<file path="src/rtl/serial_pattern_gen_pkg.sv">
// -----------------------------------------------------------------------------
// serial_pattern_gen_pkg
// Definitions shared by the serial pattern generator and the sequence detector
// side of the datapath.
//   state_e          : frame FSM encoding (IDLE -> SEND -> DONE -> IDLE)
//   DEFAULT_RUN_LEN  : run length of equal bits that raises the detector flag
//   idx_width()      : width of a bit index that can address 'width' bits
// -----------------------------------------------------------------------------
package serial_pattern_gen_pkg;

  typedef enum logic [1:0] {
    ST_IDLE = 2'd0,
    ST_SEND = 2'd1,
    ST_DONE = 2'd2
  } state_e;

  localparam int DEFAULT_RUN_LEN = 4;

  // Never returns less than 1, so a 1-bit-wide index still gets a real vector.
  function automatic int idx_width(input int width);
    return (width > 1) ? $clog2(width) : 1;
  endfunction

endpackage

</file>
<file path="src/rtl/serial_pattern_gen_run_len_tracker.sv">
// -----------------------------------------------------------------------------
// run_len_tracker
// Golden model of the sequence detector flag: tracks how many consecutive
// equal bits have been seen (saturating at RUN_LEN) and raises run_hit while
// the run is at RUN_LEN. The first bit after a clear always starts a run of 1.
//   clk        : clock, rising edge
//   rst        : asynchronous active-low reset
//   clear      : start a new stream (run count and run_hit go to 0)
//   bit_valid  : bit_in is a new stream bit this cycle
//   bit_in     : stream bit
//   run_hit    : registered, high while the last RUN_LEN bits are equal
// -----------------------------------------------------------------------------
module run_len_tracker
  import serial_pattern_gen_pkg::*;
#(
  parameter int RUN_LEN = DEFAULT_RUN_LEN
) (
  input  logic clk,
  input  logic rst,
  input  logic clear,
  input  logic bit_valid,
  input  logic bit_in,
  output logic run_hit
);

  localparam int               CNT_W   = $clog2(RUN_LEN + 1);
  localparam logic [CNT_W-1:0] RUN_MAX = CNT_W'(RUN_LEN);
  localparam logic [CNT_W-1:0] RUN_ONE = CNT_W'(1);

  logic [CNT_W-1:0] run_cnt;
  logic [CNT_W-1:0] run_nxt;
  logic             prev_bit;

  // A zero count means "no bit yet in this stream", so the next bit is a
  // fresh run regardless of prev_bit.
  always_comb begin
    // NOTE: default first so every path assigns run_nxt; otherwise a latch is inferred.
    run_nxt = RUN_ONE;
    if (run_cnt != '0 && bit_in == prev_bit) begin
      run_nxt = (run_cnt == RUN_MAX) ? RUN_MAX : run_cnt + 1'b1;
    end
  end

  always_ff @(posedge clk or negedge rst) begin
    if (!rst) begin
      run_cnt  <= '0;
      prev_bit <= 1'b0;
      run_hit  <= 1'b0;
    end else if (clear) begin
      run_cnt <= '0;
      run_hit <= 1'b0;
    end else if (bit_valid) begin
      run_cnt  <= run_nxt;
      prev_bit <= bit_in;
      run_hit  <= (run_nxt == RUN_MAX);
    end
  end

endmodule

</file>
<file path="src/rtl/serial_pattern_gen.sv">
// -----------------------------------------------------------------------------
// serial_pattern_gen
// Transmit end of the single-bit 'w' stream consumed by the sequence detector.
// Captures a PAT_W-bit pattern and a repeat count on an accepted start, then
// emits the pattern MSB-first, one bit per tick, 'reps' times back-to-back.
// expect_z is a registered reference of the detector flag for the same stream.
//   clk       : clock, rising edge
//   rst       : asynchronous active-low reset
//   start     : begin a frame (accepted only while ready)
//   pattern   : bits to emit, captured on accepted start
//   reps      : number of repetitions, captured on accepted start (0 = none)
//   tick      : bit-rate enable, one bit per tick while sending
//   ready     : high in IDLE only
//   w         : serial data bit, held between ticks
//   w_valid   : one-cycle pulse when a new w is presented
//   expect_z  : high when the last RUN_LEN emitted bits of the frame are equal
//   done      : one-cycle pulse when the frame completes
// -----------------------------------------------------------------------------
module serial_pattern_gen
  import serial_pattern_gen_pkg::*;
#(
  parameter int PAT_W   = 8,
  parameter int REP_W   = 4,
  parameter int RUN_LEN = DEFAULT_RUN_LEN
) (
  input  logic             clk,
  input  logic             rst,
  input  logic             start,
  input  logic [PAT_W-1:0] pattern,
  input  logic [REP_W-1:0] reps,
  input  logic             tick,
  output logic             ready,
  output logic             w,
  output logic             w_valid,
  output logic             expect_z,
  output logic             done
);

  localparam int               IDX_W    = idx_width(PAT_W);
  localparam logic [IDX_W-1:0] IDX_LAST = IDX_W'(PAT_W - 1);
  localparam logic [REP_W-1:0] REP_ONE  = REP_W'(1);

  state_e           state;
  logic [PAT_W-1:0] shift_reg;
  logic [IDX_W-1:0] bit_idx;
  logic [REP_W-1:0] rep_cnt;

  logic accept;
  logic emit;
  logic next_bit;

  assign ready    = (state == ST_IDLE);
  assign accept   = ready && start;
  assign emit     = (state == ST_SEND) && tick;
  assign next_bit = shift_reg[bit_idx];

  always_ff @(posedge clk or negedge rst) begin
    // NOTE: the pattern register is reset along with the control state; it is a
    // single word, and a defined value keeps next_bit clean out of reset.
    if (!rst) begin
      state     <= ST_IDLE;
      shift_reg <= '0;
      bit_idx   <= '0;
      rep_cnt   <= '0;
      w         <= 1'b0;
      w_valid   <= 1'b0;
      done      <= 1'b0;
    end else begin
      // NOTE: non-blocking assignments throughout, so every register samples
      // the pre-edge values regardless of statement order.
      w_valid <= 1'b0;
      done    <= 1'b0;
      unique case (state)
        ST_IDLE: begin
          // tick is deliberately ignored here, even alongside start.
          if (start) begin
            shift_reg <= pattern;
            bit_idx   <= IDX_LAST;
            rep_cnt   <= reps;
            state     <= (reps == '0) ? ST_DONE : ST_SEND;
          end
        end
        ST_SEND: begin
          if (tick) begin
            w       <= next_bit;
            w_valid <= 1'b1;
            if (bit_idx == '0) begin
              bit_idx <= IDX_LAST;
              rep_cnt <= rep_cnt - 1'b1;
              if (rep_cnt == REP_ONE) begin
                state <= ST_DONE;
              end
            end else begin
              bit_idx <= bit_idx - 1'b1;
            end
          end
        end
        ST_DONE: begin
          // done appears the cycle after the final bit was registered.
          done  <= 1'b1;
          state <= ST_IDLE;
        end
        default: state <= ST_IDLE;
      endcase
    end
  end

  // Runs carry across repetitions because the tracker only clears on start.
  run_len_tracker #(
    .RUN_LEN (RUN_LEN)
  ) u_run_len_tracker (
    .clk       (clk),
    .rst       (rst),
    .clear     (accept),
    .bit_valid (emit),
    .bit_in    (next_bit),
    .run_hit   (expect_z)
  );

endmodule
</file>
<file path="config.mk">
export PLATFORM = sky130hd
export DESIGN_NAME = serial_pattern_gen
export DESIGN_NICKNAME = d
export VERILOG_FILES = /design/src/rtl/serial_pattern_gen_pkg.sv /design/src/rtl/serial_pattern_gen_run_len_tracker.sv /design/src/rtl/serial_pattern_gen.sv
export SDC_FILE = /design/constraint.sdc
export NUM_CORES = 1
export LEC_CHECK = 0
export BUFFER_PORTS_ARGS = -buffer_cell sky130_fd_sc_hd__buf_4
export CAP_MARGIN = 20
export CORE_MARGIN = 8
export CORE_UTILIZATION = 55
export CTS_BUF_LIST = sky130_fd_sc_hd__clkbuf_4
export DETAILED_ROUTE_END_ITERATION = 7
export PLACE_DENSITY = 0.78
export SYNTH_ARGS = -nofsm -noshare
export SYNTH_HDL_FRONTEND = slang
export SYNTH_SLANG_ARGS = --single-unit
</file>
<file path="constraint.sdc">
create_clock -name clk -period 1.9 [get_ports clk]
set_clock_uncertainty 0.05 [all_clocks]
set_input_delay 0.19 -clock clk [delete_from_list [all_inputs] [get_ports clk]]
set_output_delay 0.19 -clock clk [all_outputs]
set_load 0.005 [all_outputs]
</file>
==> results of run 1 <==
## Yosys cell counts
cell                       instances
sky130_fd_sc_hd__a21o_1            2
sky130_fd_sc_hd__a21oi_1           9
sky130_fd_sc_hd__a22o_1            1
sky130_fd_sc_hd__a22oi_1           2
sky130_fd_sc_hd__a31oi_1           2
sky130_fd_sc_hd__and2_1            1
sky130_fd_sc_hd__and3_1            1
sky130_fd_sc_hd__buf_2             1
sky130_fd_sc_hd__clkbuf_1          2
sky130_fd_sc_hd__dfrtp_1          25
sky130_fd_sc_hd__ha_1              6
sky130_fd_sc_hd__inv_1             9
sky130_fd_sc_hd__mux2_2            8
sky130_fd_sc_hd__mux2i_1           1
sky130_fd_sc_hd__mux2i_4           1
sky130_fd_sc_hd__mux4_1            2
sky130_fd_sc_hd__nand2_1           3
sky130_fd_sc_hd__nand2b_1          5
sky130_fd_sc_hd__nand3_1           5
sky130_fd_sc_hd__nand4_1           1
sky130_fd_sc_hd__nand4b_1          1
sky130_fd_sc_hd__nor2_1            8
sky130_fd_sc_hd__nor2b_1           3
sky130_fd_sc_hd__nor3_1            3
sky130_fd_sc_hd__nor3b_1           1
sky130_fd_sc_hd__o211a_1           2
sky130_fd_sc_hd__o211ai_1          2
sky130_fd_sc_hd__o21ai_0           4
sky130_fd_sc_hd__o21ai_1           1
sky130_fd_sc_hd__o22ai_1           1
sky130_fd_sc_hd__o31ai_1           1
sky130_fd_sc_hd__or2_2             1
sky130_fd_sc_hd__or4_1             1
sky130_fd_sc_hd__xor2_2            1
## worst paths after layout
kind / startpoint / to / slack (ns) / depth (start not counted)
max in group asynchronous: rst / bit_idx[0]$_DFFE_PN0P_ / 1.28 / 2
max reg2reg: bit_idx[0]$_DFFE_PN0P_ / u_run_len_tracker.run_cnt[0]$_DFFE_PN0P_ / 0.06 / 5
min: pattern[5] / shift_reg[5]$_DFFE_PN0P_ / 0.05 / 2
min reg2reg: state[0]$_DFFE_PN0P_ / done$_DFF_PN0_ / 0.43 / 1
max: bit_idx[0]$_DFFE_PN0P_ / u_run_len_tracker.run_cnt[0]$_DFFE_PN0P_ / 0.06 / 5
min in group asynchronous: rst / shift_reg[0]$_DFFE_PN0P_ / 0.25 / 2
## cell families after synthesis
family,after synthesis
compound gates,27
xor+xnor,1
fa+ha+maj,6
buf+inv,12
flops,25
mux,12
simple gates,34
## per-stage QoR
| stage | area (sq um) | hold slack (ns) | setup slack (ns) | cells | power, mW |
|---|---|---|---|---|---|
| 4_1_cts | 1530 | 0.0491 | 0.00347 | 171 | 2.11 |
| 2_1_floorplan | 1290 | -0.156 | 0.126 | 117 | 1.61 |
| 6_report | 1530 | 0.0546 | 0.0599 | 171 | 2.14 |
| 3_5_place_dp | 1490 | 0.0616 | 0.0354 | 166 | 1.86 |
| 3_3_place_gp | 1490 | 0.0573 | 0.0920 | 166 | 1.80 |
| 5_1_grt | 1530 | 0.0403 | -0.0124 | 171 | 2.32 |
## cell usage in the layout, fill, tap and decap left out, types with 2 or more instances in the layout
cell type,count
sky130_fd_sc_hd__nand2b_1,5
sky130_fd_sc_hd__o21ai_0,4
sky130_fd_sc_hd__dfrtp_1,24
sky130_fd_sc_hd__a21o_1,2
sky130_fd_sc_hd__ha_1,6
sky130_fd_sc_hd__a21oi_1,9
sky130_fd_sc_hd__o211a_1,2
sky130_fd_sc_hd__nand2_1,3
sky130_fd_sc_hd__a31oi_1,2
sky130_fd_sc_hd__buf_4,24
sky130_fd_sc_hd__clkbuf_4,4
sky130_fd_sc_hd__mux4_2,2
sky130_fd_sc_hd__nor2b_1,3
sky130_fd_sc_hd__inv_1,9
sky130_fd_sc_hd__nor3_1,3
sky130_fd_sc_hd__mux2_2,8
sky130_fd_sc_hd__o211ai_1,2
sky130_fd_sc_hd__nand3_1,5
sky130_fd_sc_hd__a22oi_1,2
sky130_fd_sc_hd__nor2_1,8
## worst max-delay path: stages (launching register included)
cell and delay (ns):
sky130_fd_sc_hd__dfrtp_2 0.43, sky130_fd_sc_hd__mux4_2 0.54, sky130_fd_sc_hd__mux2i_4 0.20, sky130_fd_sc_hd__xor2_2 0.24, sky130_fd_sc_hd__o211a_1 0.21, sky130_fd_sc_hd__o22ai_2 0.07
## cell type report
cell class	instances	area, sq um
fill	187	681
sequential	25	627
tap	28	35.0
clock buffer	4	30.0
timing repair buffer	25	190
inverter	9	33.8
multi-input combinational	80	616
## per-layer routing
| layer | up-vias | wire length (um) | share of wire (%) |
|---|---|---|---|
| met5 | - | 0 | 0 |
| met4 | 0 | 17 | 0.65 |
| met3 | 2 | 93 | 3.5 |
| met2 | 18 | 1330 | 51 |
| met1 | 488 | 1190 | 45 |
| li1 | 464 | - | - |
## power groups by stage
stage          clock, mW  combinational (mW)  sequential, mW
2_1_floorplan          0               0.751           0.855
3_3_place_gp           0               0.911           0.888
3_5_place_dp           0               0.959           0.898
4_1_cts            0.251               0.971           0.887
5_1_grt            0.272                1.12           0.930
6_report           0.245                1.00           0.896
## timing repair
| item | CTS | global route |
|---|---|---|
| setup endpoints to repair | 0 | 3 |
| hold buffers | 1 | 0 |
| endpoints found under the hold margin | 25 | 0 |
| resized for setup | 0 | 4 |
| buffers inserted | 0 | 0 |
==> Implementation_results.wiki, run 1 <==
{| class="wikitable"
! Metric !! Value
|-
| Clock latency on the worst-skew pair || around 0.31 ns
|-
| Top cell type by total area after synthesis || sky130_fd_sc_hd__dfrtp_1
|-
| Final number of setup-violating endpoints || 0
|-
| Cell internal pwr || 1.35 mW
|-
| Clock power share || 11.4%
|-
| Flip-flop count of the largest register after layout || 8
|-
| Die area || 4150 sq um
|-
| Total negative slack || 0 ns
|-
| Diodes inserted || 0
|-
| RePlAce Congestion || 0.807
|-
| Drt first-iter violations || 26
|-
| Maximum fanout count along the critical path || 5
|-
| Tmin final || 1.84 ns
|-
| Std-Cell Rows || 17
|-
| Portion of total power attributed to sequential cells || a little over two fifths
|-
| Area of the core region || 2210 sq um
|-
| LEAKAGE || 0.756 nW
|-
| Share of cell area taken by muxes after synthesis || 13.6%
|-
| Area share of the largest cell type after synthesis || 48.5%
|-
| Instance count of the mapped netlist || 117
|-
| Post-Syn Area || ~1300 sq um
|-
| Synth warnings || 0
|-
| Switching power total || 0.795 mW
|-
| Antenna violations before repair || 0
|-
| Largest net degree at the start of global routing || 26
|-
| Fraction of the yosys area taken by sequential cells || just under 50%
|-
| Synthesized-area fraction occupied by and/or/nand/nor cells || between 10% and 20%
|-
| # H-tree levels || 1
|-
| Switching part of the total power || between 30% and 40%
|-
| Fraction of final layout cells with drive strength greater than 1 || approximately 30%
|-
| Routed wire length per instance || roughly 15 um
|-
| Leftover overflow at the end of global routing || 0
|-
| Areal power density over the cells || ~1400 nW/um^2
|-
| Most used routing layer in global routing || met2
|-
| Top area cells in the synthesized netlist || sky130_fd_sc_hd__dfrtp_1 (49%), sky130_fd_sc_hd__mux2_2 (7.0%), sky130_fd_sc_hd__ha_1 (5.8%), sky130_fd_sc_hd__mux4_1 (4.1%), sky130_fd_sc_hd__a21oi_1 (3.5%)
|-
| Maximum capacitance violations || 0
|-
| Via count || 972
|-
| Maximum resistive drop on vdd || 0.000919 V
|-
| Type of the tightest min-delay check || in2reg
|-
| Number of ports placed on the die boundary || 21
|-
| Wire length of the first global-routing pass || 4.75 mm
|-
| Status || finished clean
|-
| Final core utilization || 69.2%
|-
| Post-synthesis sequential element count || 25
|-
| DR pass1 iterations || 4
|-
| Die Y-Extent || 64.4 um
|-
| Fmax achieved || 543 MHz
|-
| Syn-to-layout area delta || 18.8%
|-
| Clock Sink Count || 25
|-
| Routing usage on met3 || 3.48%
|-
| Clock transition at path regs || 0.12 ns
|-
| M2 GR Usage || 24.3%
|-
| Number of buffers created by CTS || 3
|-
| Compound-cell area share of the yosys netlist || approximately an eighth
|-
| Count of port buffers added during placement || 20
|-
| Worst-case clock buffer depth || 2
|-
| Main combinational cell family by area after synthesis || simple AND/OR/NAND/NOR gates
|-
| Type of destination of the critical path || flop
|-
| Via count of the first global-routing pass || 1,044
|-
| DRC violation count after routing || 0
|-
| Setup CP Type || reg2reg
|-
| RSZ-0062 raised after global routing || true
|-
| Detailed placement HPWL || 1.95 mm
|-
| Wire length after detailed routing || around 2.6 mm
|-
| Total number of nets in the final design || 166
|-
| Hold Fails Final Rpt || 0
|-
| Count of different cell masters after synthesis || 34
|-
| Data required time at the worst endpoint || 2.05 ns
|-
| Grt met1 use || between 15 and 20%
|-
| Ratio of final minimum period to clock period || 96.8%
|-
| Average instance area after synthesis || around 11 sq um
|-
| Worst Max-Slew Pin Slew || ~0.45 ns
|-
| TritonCTS clock tree || yes
|-
| Worst slew slack as a fraction of its limit || 70.3%
|-
| CTS root buf || sky130_fd_sc_hd__clkbuf_4
|-
| Initial cell density of the core || 58.3%
|-
| Post-DR vias/cell || 5.68
|-
| Post-Synth Adder-Cell Area || 5.83%
|-
| Power share of the combinational group || between 40% and 50%
|-
| Worst setup SP type || flop
|-
| Combined global-route utilization of all metal layers || between 10% and 20%
|-
| Final number of max-transition violations || 0
|-
| Xor/xnor share of the synthesized area || between 1 and 1.5%
|-
| Number of nets in the synthesized netlist || 139
|-
| Number of antenna-violating nets in the routed design || 0
|-
| Die W || 64.4 um
|-
| CP Data Arrival Time || ~2.0 ns
|}
No activity file was read; power rests on OpenSTA's default activity.
==> inputs of run 2 (changes only) <==
==> constraint.sdc (replaced) <==
create_clock -name clk -period 2.2 [get_ports clk]
set_clock_uncertainty 0.05 [all_clocks]
set_input_delay 0.22 -clock clk [delete_from_list [all_inputs] [get_ports clk]]
set_output_delay 0.22 -clock clk [all_outputs]
set_load 0.005 [all_outputs]
==> run 2 against run 1 <==
First-iteration DRC count is 62% higher; largest cell class unchanged; global-route usage shrank 0.29 points; via count increased by 0.41%; critical endpoint unchanged; die area unchanged; register-to-register slack improved by 0.21 ns.
==> Implementation_results.wiki, run 2 (same netlist as run 1, synthesis figures left out) <==
{| class="wikitable"
! Metric !! Value
|-
| Status || finished clean
|-
| Leftover overflow at the end of global routing || 0 (unchanged)
|-
| Ratio of final minimum period to clock period || 87.7% (-9.2 points)
|-
| Register area || 626 sq um (-0.20%)
|-
| Placement-stage worst setup slack || 0.275 ns (+0.240 ns)
|-
| Total number of nets in the final design || 164 (-1.2%)
|-
| Die W || 64.4 um (unchanged)
|-
| Most common cell after layout, fill and taps aside || sky130_fd_sc_hd__dfrtp_1
|-
| Number of buffers created by CTS || 3 (unchanged)
|-
| LEAKAGE || 0.754 nW (-0.19%)
|-
| Drt first-iter violations || 42 (+62%)
|-
| Maximum capacitance violations || 0 (unchanged)
|-
| Total area of multi-input combinational cells || 617 sq um (+0.20%)
|-
| Fraction of final layout cells with drive strength greater than 1 || 26.2% (-3.8 points)
|-
| Clock latency on the worst-skew pair || 0.31 ns (about the same)
|-
| Critical path's slowest cell || sky130_fd_sc_hd__mux4_1
|-
| Worst Max-Slew Pin Slew || 0.487 ns (+0.0414 ns)
|-
| Clock Sink Count || 25 (unchanged)
|-
| Placed inst area || 1480 sq um (-1.0%)
|-
| Fmax achieved || 518 MHz (-4.6%)
|-
| Std-Cell Rows || 17 (unchanged)
|-
| Post-DR vias/cell || 5.78 (+1.6%)
|-
| Die area || 4150 sq um (unchanged)
|-
| RePlAce Congestion || 0.792 (-1.8%)
|-
| Type of the tightest min-delay check || in2reg
|-
| Count of port buffers added during placement || 20 (unchanged)
|-
| Final core utilization || 68.6% (-0.68 points)
|-
| DRC violation count after routing || 0 (unchanged)
|-
| # H-tree levels || 1 (unchanged)
|-
| Maximum fanout count along the critical path || 5 (unchanged)
|-
| Combined global-route utilization of all metal layers || 13.7% (-0.29 points)
|-
| Antenna violations before repair || 0 (unchanged)
|-
| Tmin final || 1.93 ns (+0.0886 ns)
|-
| Largest net degree at the start of global routing || 26 (unchanged)
|-
| RSZ-0062 raised after global routing || false
|-
| DR pass1 iterations || 4 (unchanged)
|-
| Maximum resistive drop on vdd || 0.000684 V (-26%)
|-
| Via count of the first global-routing pass || 1,031 (-1.2%)
|-
| Worst slew slack as a fraction of its limit || 67.5% (-2.8 points)
|-
| Clock transition at path regs || 0.12 ns (about the same)
|-
| Number of antenna-violating nets in the routed design || 0 (unchanged)
|-
| Areal power density over the cells || 1200 nW/um^2 (-14%)
|-
| CTS root buf || sky130_fd_sc_hd__clkbuf_4
|-
| Initial cell density of the core || 58.3% (unchanged)
|-
| Wire length after detailed routing || 2.62 mm (-0.30%)
|-
| Via count || 976 (+0.41%)
|-
| Diodes inserted || 0 (unchanged)
|-
| Final number of setup-violating endpoints || 0 (unchanged)
|-
| Final critical-path setup slack || 0.271 ns (+0.211 ns)
|-
| TritonCTS clock tree || yes
|-
| Area of the core region || 2210 sq um (unchanged)
|-
| Worst setup SP type || flop
|-
| Type of destination of the critical path || flop
|-
| Number of fill cells || 180 (-3.7%)
|-
| Final design area excluding fillers || 1520 sq um (-0.98%)
|-
| Routed wire length per instance || 15.5 um (+0.88%)
|-
| Hold Fails Final Rpt || 0 (unchanged)
|-
| Setup CP Type || reg2reg
|-
| Syn-to-layout area delta || 17.7%
|-
| Total negative slack || 0 ns (unchanged)
|-
| CP Data Arrival Time || 2.08 ns (+0.09 ns)
|-
| Detailed placement HPWL || 2.05 mm (+4.9%)
|-
| Die Y-Extent || 64.4 um (unchanged)
|-
| Worst-case clock buffer depth || 2 (unchanged)
|-
| Data required time at the worst endpoint || 2.35 ns (+0.30 ns)
|-
| Leading cell types in the layout, fill and taps excluded || sky130_fd_sc_hd__dfrtp_1 (25), sky130_fd_sc_hd__buf_4 (22), sky130_fd_sc_hd__inv_1 (9), sky130_fd_sc_hd__a21oi_1 (9)
|-
| Final number of max-transition violations || 0 (unchanged)
|-
| Number of ports placed on the die boundary || 21 (unchanged)
|-
| Ordered cell list for the critical path || mux4_1, mux2i_4, xor2_2, o211a_1, o22ai_1
|-
| Worst stage delay on the critical path || 0.63 ns (+0.09 ns)
|-
| Wire length of the first global-routing pass || 4.64 mm (-2.3%)
|-
| Flip-flop count of the largest register after layout || 8 (unchanged)
|}
[run 2: worst max-delay path, delay by kind of cell, from the launching register on]
kind	cells	cell delay [ns]
compound gates	2	0.25
flops	1	0.43
mux	2	0.83
xor+xnor	1	0.25
[run 2: path summary, 6_finish.rpt]
path	start	endpoint	slack (ns)	cells past startpoint
setup / recovery	bit_idx[0]$_DFFE_PN0P_	u_run_len_tracker.run_cnt[0]$_DFFE_PN0P_	0.27	5
hold / removal	pattern[0]	shift_reg[0]$_DFFE_PN0P_	0.09	2
setup reg to reg	bit_idx[0]$_DFFE_PN0P_	u_run_len_tracker.run_cnt[0]$_DFFE_PN0P_	0.27	5
hold reg to reg	w$_DFFE_PN0P_	w$_DFFE_PN0P_	0.46	1
max in group asynchronous	rst	u_run_len_tracker.run_cnt[0]$_DFFE_PN0P_	1.54	2
min in group asynchronous	rst	rep_cnt[0]$_DFFE_PN0P_	0.32	2
[run 2: layout make-up]
class | instances | share of cell area (%)
Sequential cell | 25 | 41.3
Tap cell | 28 | 2.31
Inverter | 9 | 2.23
Clock buffer | 4 | 1.98
Multi-Input combinational cell | 80 | 40.7
Timing Repair Buffer | 23 | 11.6
[run 2: per-layer routing]
| metal | vias up | share of wire, % | wire, um | global-route usage (%) |
|---|---|---|---|---|
| met5 | - | 0 | 0 | 0 |
| met4 | 0 | 1.7 | 44 | 5.99 |
| met3 | 7 | 5.2 | 137 | 3.83 |
| met2 | 29 | 51 | 1340 | 23.0 |
| met1 | 473 | 42 | 1100 | 16.1 |
| li1 | 467 | - | - | - |
[run 2: through the flow]
step                power (mW)  cells  hold slack, ns
CTS                       1.83    169          0.0812
global placement          1.55    164          0.0860
finish                    1.81    169          0.0855
floorplan                 1.39    117          -0.126
detailed placement        1.61    164          0.0891
global route              1.96    169          0.0722
[run 2: what timing repair did]
action | 4_1_cts | 5_1_grt
endpoints found under the hold margin | 25 | 0
resized for setup | 0 | 0
hold buffers | 1 | 0
buffers inserted | 0 | 0
[run 2: where the power goes]
| part | internal (mW) | switching [mW] | leakage (nW) |
|---|---|---|---|
| logic | 0.421 | 0.398 | 0.427 |
| clock network | 0.0831 | 0.127 | 0.0184 |
| registers | 0.637 | 0.149 | 0.309 |
